<file path="src/rtl/ibus_arbiter2.sv">
// Two-master arbiter onto a single registered slave bus, with bounded-burst fairness.
// Read returns are routed back to the issuing master through a tag pipeline matched to RD_LAT.
module ibus_arbiter2 #(
  parameter int unsigned RD_LAT = 1,
  parameter int unsigned BURST  = 4
) (
  input  logic        clk,
  input  logic        rst,
  input  logic        m0_req,
  input  logic        m0_we,
  input  logic [15:0] m0_adr,
  input  logic [15:0] m0_wdata,
  input  logic        m1_req,
  input  logic        m1_we,
  input  logic [15:0] m1_adr,
  input  logic [15:0] m1_wdata,
  output logic        m0_gnt,
  output logic        m1_gnt,
  output logic        m0_rvalid,
  output logic        m1_rvalid,
  output logic [15:0] m0_rdata,
  output logic [15:0] m1_rdata,
  output logic        ren,
  output logic        wen,
  output logic [15:0] ibus_radr,
  output logic [15:0] ibus_wadr,
  output logic [15:0] ibus_wdata,
  input  logic [15:0] ibus_rdata
);

  localparam logic [3:0] BurstLim = 4'(BURST);

  logic        r_owner;
  logic [3:0]  r_cnt;
  logic        r_ren;
  logic        r_wen;
  logic [15:0] r_radr;
  logic [15:0] r_wadr;
  logic [15:0] r_wdata;
  // Stage 0 is loaded alongside ren; stage RD_LAT lines up with ibus_rdata.
  logic [RD_LAT:0] r_tag_v;
  logic [RD_LAT:0] r_tag_id;

  logic        w_xfer;
  logic        w_sel;
  logic        w_we;
  logic [15:0] w_adr;
  logic [15:0] w_wdata;

  always_comb begin
    w_sel = 1'b0;
    case ({m1_req, m0_req})
      2'b01:   w_sel = 1'b0;
      2'b10:   w_sel = 1'b1;
      2'b11:   w_sel = (r_cnt < BurstLim) ? r_owner : ~r_owner;
      default: w_sel = 1'b0;
    endcase
  end

  assign w_xfer  = m0_req | m1_req;
  assign m0_gnt  = w_xfer & ~w_sel;
  assign m1_gnt  = w_xfer & w_sel;
  assign w_we    = w_sel ? m1_we    : m0_we;
  assign w_adr   = w_sel ? m1_adr   : m0_adr;
  assign w_wdata = w_sel ? m1_wdata : m0_wdata;

  always_ff @(posedge clk or posedge rst) begin
    if (rst) begin
      r_owner <= 1'b0;
      r_cnt   <= 4'd0;
    end else if (w_xfer) begin
      if (w_sel == r_owner) begin
        if (r_cnt != 4'hF) r_cnt <= r_cnt + 4'd1;
      end else begin
        r_owner <= w_sel;
        r_cnt   <= 4'd1;
      end
    end
  end

  always_ff @(posedge clk or posedge rst) begin
    if (rst) begin
      r_ren   <= 1'b0;
      r_wen   <= 1'b0;
      r_radr  <= 16'h0000;
      r_wadr  <= 16'h0000;
      r_wdata <= 16'h0000;
    end else begin
      r_ren <= w_xfer & ~w_we;
      r_wen <= w_xfer & w_we;
      if (w_xfer && !w_we) r_radr <= w_adr;
      if (w_xfer && w_we) begin
        r_wadr  <= w_adr;
        r_wdata <= w_wdata;
      end
    end
  end

  always_ff @(posedge clk or posedge rst) begin
    if (rst) begin
      r_tag_v  <= '0;
      r_tag_id <= '0;
    end else begin
      r_tag_v  <= {r_tag_v[RD_LAT-1:0], w_xfer & ~w_we};
      r_tag_id <= {r_tag_id[RD_LAT-1:0], w_sel};
    end
  end

  assign ren        = r_ren;
  assign wen        = r_wen;
  assign ibus_radr  = r_radr;
  assign ibus_wadr  = r_wadr;
  assign ibus_wdata = r_wdata;
  assign m0_rvalid  = r_tag_v[RD_LAT] & ~r_tag_id[RD_LAT];
  assign m1_rvalid  = r_tag_v[RD_LAT] & r_tag_id[RD_LAT];
  assign m0_rdata   = ibus_rdata;
  assign m1_rdata   = ibus_rdata;

endmodule
</file>
<file path="config.mk">
export PLATFORM = sky130hd
export DESIGN_NAME = ibus_arbiter2
export DESIGN_NICKNAME = d
export VERILOG_FILES = /design/src/rtl/ibus_arbiter2.sv
export SDC_FILE = /design/constraint.sdc
export NUM_CORES = 1
export LEC_CHECK = 0
export ABC_CLOCK_PERIOD_IN_PS = 3200
export CAP_MARGIN = 5
export CORE_ASPECT_RATIO = 0.6
export CORE_MARGIN = 4
export CORE_UTILIZATION = 44
export DETAILED_ROUTE_END_ITERATION = 8
export HOLD_SLACK_MARGIN = 0.12
export PLACE_DENSITY = 0.88
export RECOVER_POWER = 50
export SLEW_MARGIN = 25
export SYNTH_ARGS = -nofsm -noshare
export SYNTH_HDL_FRONTEND = slang
export SYNTH_SLANG_ARGS = --single-unit
</file>
<file path="constraint.sdc">
create_clock -name clk -period 3.2 [get_ports clk]
set_input_delay 0.48 -clock clk [delete_from_list [all_inputs] [get_ports clk]]
set_output_delay 0.48 -clock clk [all_outputs]
set_load 0.01 [all_outputs]
</file>
==> results.py, run 1 <==
metrics = {
    "clocking": {
        "cts_hold_buf": 0,
        "cts.sinks": 58,
        "cts_tree": "built",
        "cts.path.max_buffers": 2,
        "cts.repair.resized": 0,
        "post-cts-setup-buffers": 0,
        "clk_pin_slew_worst_paths_ns": 0.05,
        "cts_buffers": 9,
        "cts_root_buf": "clkbuf_16",
        "cts_htree_levels": 3,
        "clk_latency_ns": 0.32,
    },
    "synthesis": {
        "synthTopCellsByArea": "dfrtp_1 (43%), buf_4 (7.8%), a21oi_1 (7.3%)",
        "syn_area_per_cell_sq_um": 8.39,
        "synth_cells": 402,
        "syn_area_sq_mm": 0.00337,
        "yosysWarnings": 0,
        "synth_edf_count": 0,
        "syn-num-nets": 489,
        "synth_seq_cells": 58,
        "yosysUniqueCellTypes": 37,
        "ys_async_sr_fraction": 1.00,
        "yosysTopAreaCell": "dfrtp_1",
        "ys.flop_type": "dfrtp_1",
        "seq_area_frac_synth": 0.430,
        "post-synth-top-area-fraction": 0.430,
    },
    "floorplanning": {
        "design.core.area_sq_mm": 0.00736,
        "dieHeight_microns": 75.8,
        "initial_core_util": 0.458,
        "die-area_sq_mm": 0.00917,
        "io_pins": 172,
        "rows": 24,
        "fp.dieW_microns": 121,
    },
    "hold_path": {
        "hp-class": "reg -> reg",
    },
    "layout": {
        "nets": 574,
        "final-seq-area_sq_mm": 0.00145,
        "area_growth_pct": 41.5,
        "fin_area_sq_mm": 0.00477,
        "multi_input_comb_area_sq_mm": 0.00149,
        "n_antenna_cell": 0,
        "n_fill_cell": 614,
        "layout_commonest_cell": "clkdlybuf4s50_1",
        "most-common-layout-cells": "clkdlybuf4s50_1 (113), dfrtp_1 (58), nor2_1 (52)",
        "drive_above_1_share": 0.144,
    },
    "global_routing": {
        "grt_pass1_wl_microns": 16100,
        "track_usage": 0.225,
        "grt_max_degree": 59,
        "antenna_found_initial": 0,
        "grt_pass1_vias": 3222,
        "grt_overflow": 0,
    },
    "power_and_ir_drop": {
        "power_density_mw_per_mm2": 868,
        "p_leak_nw": 1.96,
        "ir_worst_vdd_mv": 0.373,
    },
    "routing": {
        "first_pass_iters": 5,
        "wl_microns": 9960,
        "vias_per_cell": 5.23,
        "drtIter0Drc": 176,
        "drc": 0,
        "antenna_left": 0,
        "wl_per_cell_microns": 16.7,
        "num_vias": 3118,
    },
    "critical_path": {
        "worstPathArrival_ns": 2.47,
        "crit_path_end_kind": "output pin",
        "cp-start-kind": "input port",
        "crit_fanout": 10,
        "crit_type": "in -> out",
        "required_ns": 2.72,
    },
    "sta": {
        "setup_tns_ns": 0,
        "fin_skew_ns": 0.00708,
        "finalHoldViolCount": 0,
        "period_needed_ns": 2.95,
        "timing.fmax_ghz": 0.339,
        "rsz0062_at_grt": "false",
        "drv_slew": 0,
        "period_share": 0.922,
        "setup_viol": 0,
        "slew_headroom": 0.0161,
        "tightest_slew_ns": 1.48,
    },
    "placement": {
        "dp_hpwl_microns": 6930,
        "finalWeightedCongestion": 0.845,
        "dpl_cell_area_sq_mm": 0.00443,
        "io_buffers": 123,
    },
    "run_status": {
        "outcome": "finished clean",
    },
    "job": {
        "maxCapViolCount": 0,
    },
}
## through the flow
| step | worst slack [ns] | hold WS, ns | power (mW) | std cells | utilization |
|---|---|---|---|---|---|
| 4_1_cts | 0.248 | 0.342 | 4.20 | 596 | 0.651 |
| 2_1_floorplan | 1.19 | 0.331 | 2.18 | 402 | - |
| 3_3_place_gp | 0.375 | 0.337 | 2.97 | 580 | 0.603 |
| 6_report | 0.249 | 0.339 | 4.14 | 596 | 0.649 |
| 5_1_grt | 0.173 | 0.350 | 4.40 | 596 | 0.649 |
| 3_5_place_dp | 0.286 | 0.335 | 3.04 | 580 | 0.603 |
## where the power goes
group	total, mW	switching (mW)	internal (mW)
logic	1.71	0.807	0.905
clock network	1.13	0.330	0.799
registers	1.30	0.237	1.06
## cells by family after synthesis
family / Yosys count / share of synthesized area
AOI/OAI and AO/OA: 109 / 0.183
adders and majority gates: 1 / 0.00371
buffers and inverters: 64 / 0.133
DFF: 58 / 0.430
muxes: 1 / 0.00297
and+or+nand+nor: 169 / 0.248
## flip-flops by register name, summed over array words and instances (netlist names)
signal      flops
ibus_wadr      16
ibus_radr      16
ibus_wdata     16
r_tag_v         2
r_tag_id        2
r_owner         1
wen             1
r_cnt           4
## synth_stat cells, types with 2 or more instances
library cell / n
buf_6: 8
nand3_1: 2
nor2_1: 52
clkbuf_1: 8
buf_2: 9
dfrtp_1: 58
o21ai_0: 18
nor3_1: 2
inv_1: 3
nor2b_1: 3
nand2b_1: 16
nor4b_2: 2
or2_2: 34
o21ai_1: 31
nand2_1: 50
and2_1: 2
buf_4: 35
a21oi_1: 49
a22o_1: 2
## layer usage
layer | track usage | vias up | part of all wire
met5 | 0 | - | 0
met4 | 0.0653 | 0 | 0.0068
met3 | 0.0764 | 9 | 0.089
met2 | 0.362 | 169 | 0.45
met1 | 0.294 | 1471 | 0.45
li1 | - | 1469 | -
## area by class of cell
cell class / count / share of cell area
clock inverters: 5 / 0.0210
flip-flops and latches: 58 / 0.304
well taps: 104 / 0.0273
clock buffers: 11 / 0.0530
inverters: 4 / 0.00420
repair buffers: 134 / 0.277
multi-input cells: 280 / 0.313
## final timing paths
check                           cells past startpoint   startpoint  slack (ns)              to
worst max-delay path                                5       m1_req        0.25          m0_gnt
worst min-delay path                                0  r_tag_id[0]        0.34     r_tag_id[1]
worst max register to register                      5     r_cnt[2]        0.96    ibus_wadr[9]
worst min register to register                      0  r_tag_id[0]        0.34     r_tag_id[1]
max in group asynchronous                           3          rst        1.19  ibus_wdata[14]
min in group asynchronous                           3          rst        1.13   ibus_wadr[14]
## critical path: stages
cell and delay (ns):
clkdlybuf4s50_1 0.68, nor2b_1 0.47, a21oi_1 0.17, and2_1 0.19
clkdlybuf4s50_1 0.47
Power figures use the tool's default switching activity.
==> inputs of run 2 (changes only) <==
--- a/config.mk
+++ b/config.mk
@@ -11,10 +11,10 @@
 export CORE_MARGIN = 4
 export CORE_UTILIZATION = 44
 export DETAILED_ROUTE_END_ITERATION = 8
+export GPL_TIMING_DRIVEN = 0
 export HOLD_SLACK_MARGIN = 0.12
 export PLACE_DENSITY = 0.88
 export RECOVER_POWER = 50
-export SLEW_MARGIN = 25
 export SYNTH_ARGS = -nofsm -noshare
 export SYNTH_HDL_FRONTEND = slang
 export SYNTH_SLANG_ARGS = --single-unit
==> results.py, run 2 (same netlist as run 1, synthesis figures left out) <==
metrics = {
    "critical_path": {
        "crit_fanout": 10,
        "crit_type": "in -> out",
        "required_ns": 2.72,
        "r2r_slack_ns": 1.17,
        "crit_path_end_kind": "output pin",
        "cp-start-kind": "input port",
        "timing.rr.start": "r_cnt[2]",
        "reg2reg_depth": 6,
        "worstPathArrival_ns": 2.60,
        "rr_endpoint": "ibus_radr[5]",
    },
    "clocking": {
        "cts_hold_buf": 0,
        "cts.path.max_buffers": 2,
        "cts_tree": "built",
        "clk_latency_ns": 0.33,
        "cts_htree_levels": 3,
        "clk_pin_slew_worst_paths_ns": 0.05,
        "post-cts-setup-buffers": 0,
        "cts.sinks": 58,
        "cts.repair.resized": 0,
        "cts_root_buf": "clkbuf_16",
        "cts_buffers": 9,
    },
    "layout": {
        "drive_above_1_share": 0.194,
        "area_growth_pct": 58.4,
        "most-common-layout-cells": "clkdlybuf4s50_1 (113), dfrtp_1 (58), nor2_1 (52)",
        "n_antenna_cell": 0,
        "layout_commonest_cell": "clkdlybuf4s50_1",
        "nets": 655,
        "final_util": 0.726,
    },
    "power_and_ir_drop": {
        "netSwitchingPower_mw": 1.43,
        "ir_worst_vdd_mv": 0.372,
        "internal_power_mw": 2.67,
        "p_leak_nw": 2.27,
        "combinationalPowerShare": 0.462,
        "power_density_mw_per_mm2": 768,
        "power_frac_seq": 0.312,
        "switching_share": 0.349,
        "clock_power_share": 0.226,
    },
    "global_routing": {
        "antenna_found_initial": 1,
        "track_usage": 0.256,
        "grt_pass1_vias": 3475,
        "grt_pass1_wl_microns": 17800,
        "grt_overflow": 0,
        "grt_max_degree": 32,
    },
    "placement": {
        "io_buffers": 154,
        "finalWeightedCongestion": 0.858,
        "dp_hpwl_microns": 8910,
    },
    "job": {
        "maxCapViolCount": 0,
    },
    "sta": {
        "setup_viol": 0,
        "timing.fmax_ghz": 0.325,
        "period_needed_ns": 3.08,
        "setup_tns_ns": 0,
        "rsz0062_at_grt": "false",
        "period_share": 0.961,
        "fin_skew_ns": 0.00289,
        "tightest_slew_ns": 1.08,
        "drv_slew": 0,
        "finalHoldViolCount": 0,
        "slew_headroom": 0.279,
    },
    "routing": {
        "wl_microns": 11700,
        "vias_per_cell": 5.16,
        "antenna_left": 0,
        "drc": 0,
        "first_pass_iters": 5,
        "num_vias": 3486,
        "wl_per_cell_microns": 17.3,
        "drtIter0Drc": 216,
    },
    "hold_path": {
        "min_from": "r_tag_id[0]",
        "hold_path_depth": 0,
        "holdPathEnd": "r_tag_id[1]",
        "hp-class": "reg -> reg",
    },
    "floorplanning": {
        "initial_core_util": 0.458,
        "design.core.area_sq_mm": 0.00736,
        "rows": 24,
        "die-area_sq_mm": 0.00917,
        "fp.dieW_microns": 121,
        "dieHeight_microns": 75.8,
        "io_pins": 172,
    },
    "run_status": {
        "outcome": "finished clean",
    },
}
==> run 2: power by group through the flow <==
stage	registers (mW)	clock network [mW]	logic (mW)
floorplan	1.39	0	0.791
global placement	1.26	0	1.86
detailed placement	1.28	0	1.92
CTS	1.28	0.940	1.93
global route	1.31	0.978	2.05
finish	1.28	0.927	1.89
==> run 2: worst max-delay path by stage <==
stage / slack (ns) / from / to / cells after the start
CTS: 0.08 / m0_req / m1_gnt / 8
global placement: 0.13 / m0_req / m1_gnt / 8
global route: 0.04 / m0_req / m1_gnt / 8
finish: 0.12 / m0_req / m1_gnt / 8
floorplan: 1.19 / m0_req / m1_gnt / 6
detailed placement: 0.08 / m0_req / m1_gnt / 8
==> run 2: cell type report <==
type | count | area, sq um
clock inverter | 2 | 10.0
fill | 556 | 2020
multi-input combinational | 280 | 1470
buffer | 60 | 429
inverter | 4 | 20.0
timing repair buffer | 155 | 1550
clock buffer | 13 | 280
tap | 104 | 130
sequential | 58 | 1450
==> run 2: per-layer routing <==
metal,part of all wire,vias up,wire (microns),track usage
met3,0.10,18,1180,0.0816
met2,0.48,189,5590,0.418
met5,0.0011,-,13,0
met4,0.013,2,153,0.0905
li1,-,1631,-,-
met1,0.41,1646,4730,0.326
==> run 2: stage by stage <==
stage / hold WS [ns] / setup slack [ns] / cell area (sq um) / power, mW / std cells
after floorplan: 0.331 / 1.19 / 3370 / 2.18 / 402
after global placement: 0.335 / 0.131 / 5040 / 3.12 / 660
after detailed placement: 0.351 / 0.0839 / 5060 / 3.20 / 661
after CTS: 0.364 / 0.0752 / 5350 / 4.14 / 676
after global routing: 0.377 / 0.0406 / 5340 / 4.33 / 676
final: 0.364 / 0.124 / 5340 / 4.10 / 676
==> run 2: critical path: stages <==
cell	delay (ns)
clkdlybuf4s50_1	0.46
clkbuf_2	0.19
o211a_1	0.18
or3b_1	0.40
buf_6	0.15
buf_6	0.15
inv_1	0.05
clkdlybuf4s50_1	0.53
